### config.mk
export PLATFORM = sky130hd
export DESIGN_NAME = div_unit
export DESIGN_NICKNAME = d
export VERILOG_FILES = /design/src/rtl/div_unit.sv
export SDC_FILE = /design/constraint.sdc
export NUM_CORES = 1
export LEC_CHECK = 0
export ABC_AREA = 1
export CORE_MARGIN = 10
export CORE_UTILIZATION = 57
export CTS_CLUSTER_SIZE = 20
export DETAILED_ROUTE_END_ITERATION = 12
export GPL_ROUTABILITY_DRIVEN = 0
export GPL_TIMING_DRIVEN = 0
export PLACE_DENSITY = 0.85
export RECOVER_POWER = 50
export SYNTH_ARGS = -nofsm -noshare
export SYNTH_HDL_FRONTEND = slang
export SYNTH_SLANG_ARGS = --single-unit
### constraint.sdc
create_clock -name clk -period 5.93 [get_ports clk]
set_clock_uncertainty 0.05 [all_clocks]
set_input_delay 1.186 -clock clk [delete_from_list [all_inputs] [get_ports clk]]
set_output_delay 1.186 -clock clk [all_outputs]
set_load 0.05 [all_outputs]
### src/rtl/div_unit.sv
// -----------------------------------------------------------------------------
// div_unit -- multi-cycle radix-2 restoring divider for DIV/DIVU in EX.
//
// Answers the hazard unit's divider handshake: EX stalls on
// start & ~ready, and this block raises ready once {remainder, quotient}
// is valid. A finished result is held while the downstream stall is high
// and is handed over exactly once. annul (exception flush) abandons any
// operation in flight.
//
// Ports
//   clk        in   1         rising-edge clock
//   rst        in   1         asynchronous, active-high reset
//   start      in   1         a DIV/DIVU occupies EX and requests a result
//   signed_div in   1         1 = DIV (signed), 0 = DIVU
//   annul      in   1         exception flush; returns to IDLE
//   stall      in   1         downstream stall; EX cannot advance
//   opdata1    in   DATA_W    dividend
//   opdata2    in   DATA_W    divisor
//   result     out  2*DATA_W  {remainder (HI), quotient (LO)}
//   ready      out  1         result valid (state DONE)
//   busy       out  1         dividing (state BUSY or DZERO)
// -----------------------------------------------------------------------------
module div_unit #(
    parameter int DATA_W = 32,
    parameter int CNT_W  = 6
) (
    input  logic                clk,
    input  logic                rst,
    input  logic                start,
    input  logic                signed_div,
    input  logic                annul,
    input  logic                stall,
    input  logic [DATA_W-1:0]   opdata1,
    input  logic [DATA_W-1:0]   opdata2,
    output logic [2*DATA_W-1:0] result,
    output logic                ready,
    output logic                busy
);

    typedef enum logic [1:0] {
        IDLE  = 2'd0,
        DZERO = 2'd1,
        BUSY  = 2'd2,
        DONE  = 2'd3
    } state_t;

    localparam logic [CNT_W-1:0] CNT_ONE  = CNT_W'(1);
    localparam logic [CNT_W-1:0] CNT_LAST = CNT_W'(DATA_W - 1);

    // Magnitude of a two's-complement operand; raw value for unsigned ops.
    function automatic logic [DATA_W-1:0] abs_val(input logic [DATA_W-1:0] v,
                                                  input logic              sgn);
        return (sgn && v[DATA_W-1]) ? -v : v;
    endfunction

    state_t              state_q;
    logic [CNT_W-1:0]    cnt_q;
    logic [2*DATA_W-1:0] result_q;
    logic                sgn_quo_q;
    logic                sgn_rem_q;

    // Iteration datapath; only meaningful while BUSY, so left without reset.
    logic [DATA_W-1:0]   rem_q;
    logic [DATA_W-1:0]   quo_q;
    logic [DATA_W-1:0]   dvsr_q;

    logic [DATA_W:0]     shl_rem;
    logic [DATA_W:0]     trial;
    logic                step_ok;
    logic [DATA_W-1:0]   rem_step;
    logic [DATA_W-1:0]   quo_step;
    logic [DATA_W-1:0]   rem_fin;
    logic [DATA_W-1:0]   quo_fin;
    logic                last_iter;

    // One restoring step: shift the next dividend bit into the partial
    // remainder and subtract the divisor. Because rem < divisor, the
    // (DATA_W+1)-bit difference has its MSB set exactly when it went negative.
    always_comb begin
        shl_rem  = {rem_q, quo_q[DATA_W-1]};
        trial    = shl_rem - {1'b0, dvsr_q};
        step_ok  = ~trial[DATA_W];
        rem_step = step_ok ? trial[DATA_W-1:0] : shl_rem[DATA_W-1:0];
        quo_step = {quo_q[DATA_W-2:0], step_ok};
        // Truncating division: quotient sign from both operands, remainder
        // sign follows the dividend.
        quo_fin  = sgn_quo_q ? -quo_step : quo_step;
        rem_fin  = sgn_rem_q ? -rem_step : rem_step;
        last_iter = (cnt_q == CNT_LAST);
    end

    always_ff @(posedge clk or posedge rst) begin
        if (rst) begin
            state_q   <= IDLE;
            cnt_q     <= '0;
            result_q  <= '0;
            sgn_quo_q <= 1'b0;
            sgn_rem_q <= 1'b0;
        end else if (annul) begin
            // Flush wins over everything; result is left untouched.
            state_q <= IDLE;
        end else begin
            case (state_q)
                IDLE: begin
                    if (start) begin
                        if (opdata2 == '0) begin
                            state_q <= DZERO;
                        end else begin
                            state_q   <= BUSY;
                            cnt_q     <= '0;
                            sgn_quo_q <= signed_div & (opdata1[DATA_W-1] ^ opdata2[DATA_W-1]);
                            sgn_rem_q <= signed_div & opdata1[DATA_W-1];
                        end
                    end
                end
                DZERO: begin
                    // Architecturally undefined; this unit returns zero.
                    state_q  <= DONE;
                    result_q <= '0;
                end
                BUSY: begin
                    if (!start) begin
                        // Instruction left EX without a flush: abort.
                        state_q <= IDLE;
                    end else begin
                        cnt_q <= cnt_q + CNT_ONE;
                        if (last_iter) begin
                            state_q  <= DONE;
                            result_q <= {rem_fin, quo_fin};
                        end
                    end
                end
                DONE: begin
                    // Always leave DONE once consumed so a following divide
                    // never sees a stale ready.
                    if (!stall) begin
                        state_q <= IDLE;
                    end
                end
                default: state_q <= IDLE;
            endcase
        end
    end

    // Operands are captured only on the IDLE->BUSY edge.
    always_ff @(posedge clk) begin
        if (state_q == IDLE && start && !annul) begin
            rem_q  <= '0;
            quo_q  <= abs_val(opdata1, signed_div);
            dvsr_q <= abs_val(opdata2, signed_div);
        end else if (state_q == BUSY) begin
            rem_q <= rem_step;
            quo_q <= quo_step;
        end
    end

    assign result = result_q;
    assign ready  = (state_q == DONE);
    assign busy   = (state_q == BUSY) || (state_q == DZERO);

endmodule

==> impl_results.md <==
* Outcome: complete, but fails checks
* Violated checks: capacitance limit, slew limit
* Post-route insts no fill at ~2,400
* Max VDD drop at 0.316 mV
* Pleak at 7.73 nW
* # resized after CTS at 0
* RSZ-0062 raised after global routing: false
* Fin worst setup slack at 1.06 ns
* MaxCap Viol Count at 1
* Filler cell count at 1,817
* Drt drc at 0
* Critical path capture point type: flip-flop
* Final hold violations at 0
* First-pass GRT wire length at 62.3 mm
* CTS max path bufs at 2
* Crit path largest cell delay at 0.41 ns
* CP required at slightly above 6 ns
* Nets at about 2,200
* Drt first pass iters at 6
* Total Routing Usage GR at 26.7%
* Die ar. at 28,800 um2
* Final setup viols at 0
* DRT iter0 DRCs at 1,726
* Area grow syn2layout at 18.2%
* Critical path buffers and inverters at 5
* DRT antenna net count at 0
* Die Span Y at 170 um
* CORE AREA at 22,000 um2
* Vias in the first global route at 12,600
* CTS tree: done
* Cell row count at 54
* Worst path slowest cell: fa_1
* CTS hold repair buffers at 0
* Logic pwr share at 49.2%
* Ports at 136
* DP Worst Slack at 1.30 ns
* Int Power at 3.11 mW
* Worst min path class: flip-flop to flip-flop
* Clock buffer count from CTS at 17
* Slew Limit Fails at 33
* Synth Area in Compound Gates at under 10%
* Synth cell types at 55
* Vias at 13,300
* Initial core utilization at 58.3%
* Yosys warning count at 0
* Register bit total from synthesis at 170
* Initial antenna violation count at 0
* CP Launch Type: flip-flop
* Crit-path leading delay family: simple AND/OR/NAND/NOR gates
* Syn nets at between 2,000 and 2,500
* Ys async rst share at 43.5%
* Share of cells above drive strength 1 at roughly 5.4%
* Worst-Margin Slew at 1.73 ns
* Post-synth EDFFs at 64
* Fmax achieved at 205 MHz
* Arr. time, crit path at 5.15 ns
* Final wirelength at approximately 39 mm
* Net Sw Frac at roughly half
* Power per Cell Area at 403 nW/um2
* Clock root cell: clkbuf_16
* Drt wl/cell at 16.4 um
* Post-route cell area at 15,100 um2
* Mapped Cells at 1,925
* Dpl cells at about 2,300
* Clk sinks at 170
* Tmin final at a little under 5 ns
* Main flop type after synthesis: dfrtp_1
* Post-Syn Area at 12,800 um2
* Cell area after placement at ~15,000 um2
* DIE WIDTH at 170 um
* Pwr Total at 6.09 mW
* Clock network power share at roughly 19%
* Switching power at 2.98 mW
* Setup bufs post-CTS at 0
* Crit Path Max Fanout at 10
* Post-Synth XOR/XNOR Area at 5.20%
* Crit path kind: flip-flop to flip-flop
* Reg power frac at 32.3%
* PortBufs at 135
* Final period util at 82.2%
* Largest family of logic cells by synthesized area: simple AND/OR/NAND/NOR gates
* Worst-path clk slew at ~0.070 ns
* Vias/cell at 5.61
* Htree depth at 4
* Clock insertion delay at the later pin of the skew report at 0.45 ns
* Mean post-synth cell area at 6.65 um2
* Largest net degree at the start of global routing at 67
* Total grt overflow at 0
* Post-synthesis sequential area ratio at 34.5%
* Ant diodes at 0
* Synth Area in Simple Gates at 36.4%
* Max_slew headroom at -15.0%
* Hpwl dp at 30.8 mm
* Mux cell area share after synthesis at 0%
* Synth Area in Adders at under 10%
==> cell families after synthesis <==
logic type	count (synthesis)
compound gates	222
xor+xnor	76
fa+ha+maj	42
buf+inv	327
flops	170
simple gates	1088
==> power by group through the flow <==
stage | logic [mW] | clock network, mW | registers, mW
6_report | 3.00 | 1.13 | 1.97
3_3_place_gp | 2.93 | 0 | 1.98
4_1_cts | 3.03 | 1.12 | 1.96
3_5_place_dp | 3.01 | 0 | 1.98
2_1_floorplan | 1.50 | 0 | 2.49
5_1_grt | 3.26 | 1.16 | 2.01
==> cell usage in the layout, fill, tap and decap left out, types with 6 or more instances in the layout <==
cell	n
a21oi_1	46
buf_2	9
clkbuf_1	33
clkbuf_16	17
clkdlybuf4s50_1	67
dfrtp_1	74
dfxtp_1	32
dlygate4sd3_1	68
edfxtp_1	64
ha_1	41
inv_1	267
inv_2	7
nand2_1	634
nand2_2	21
nand2_4	8
nand3_1	150
nand3_2	6
nand3b_1	6
nand4_1	19
nor2_1	186
nor2_2	10
nor3_1	22
nor4_1	9
o21ai_0	117
o21ai_1	14
o22ai_1	13
xnor2_1	21
xor2_1	55
==> cell usage after synthesis (all sizes together), types with 21 or more instances <==
library cell	number	area [um2]
edfxtp	64	1920
dfrtp	74	1850
nor3	24	136
nand3	158	846
o21ai	132	664
dfxtp	32	641
ha	41	513
clkbuf	32	120
xor2	55	482
xnor2	21	184
inv	275	1030
nor2	199	795
a21oi	49	272
nand2	663	2600
==> state kept, by name, indices dropped and copies added (netlist names) <==
register	count
cnt_q	6
dvsr_q	32
quo_q	32
rem_q	32
result	64
sgn_quo_q	1
sgn_rem_q	1
state_q	2
==> worst reg2reg max path: cells and delay by family (launching register included) <==
kind	cells	cell delay, ns
AO/OA/AOI/OAI	3	0.44
flip-flops	1	0.33
adder cells (fa/ha/maj)	3	0.85
buffers and inverters	5	0.64
AND/OR/NAND/NOR	18	2.45
==> metal layers <==
layer | global-route usage [%] | vias to the layer above | routed length (um) | share of wire, %
met5 | 0 | - | 0 | 0
met4 | 12.5 | 0 | 1640 | 4.2
met3 | 5.34 | 118 | 4010 | 10
met2 | 42.5 | 738 | 17700 | 45
met1 | 34.2 | 6027 | 15700 | 40
li1 | - | 6447 | - | -
==> worst paths after layout <==
path / from / to / slack [ns] / depth (start not counted)
setup reg to reg: quo_q[31] / result[26] / 1.06 / 29
max in group asynchronous: rst / state_q[0] / 4.00 / 3
min in group asynchronous: rst / result[63] / 1.16 / 2
hold / removal: result[54] / result[54] / 0.42 / 2
setup / recovery: quo_q[31] / result[26] / 1.06 / 29
hold reg to reg: result[54] / result[54] / 0.42 / 2
==> cell type report <==
type	instances	area (um2)	share of cell area, %
Timing Repair Buffer	137	1380	9.15
Multi-Input combinational cell	1428	7100	47.0
Clock inverter	14	150	0.993
Inverter	278	1040	6.91
Buffer	49	236	1.56
Tap cell	280	350	2.32
Clock buffer	18	439	2.91
Sequential cell	170	4410	29.2
==> metrics by stage <==
step / TNS (ns) / utilization, % / hold slack (ns)
finish: 0 / 68.8 / 0.424
detailed placement: 0 / 66.3 / 0.417
global placement: -130.71 / 66.0 / 0.412
CTS: 0 / 69.0 / 0.435
global route: 0 / 68.8 / 0.445
floorplan: 0 / - / 0.425
(Power assumes the default switching activity.)
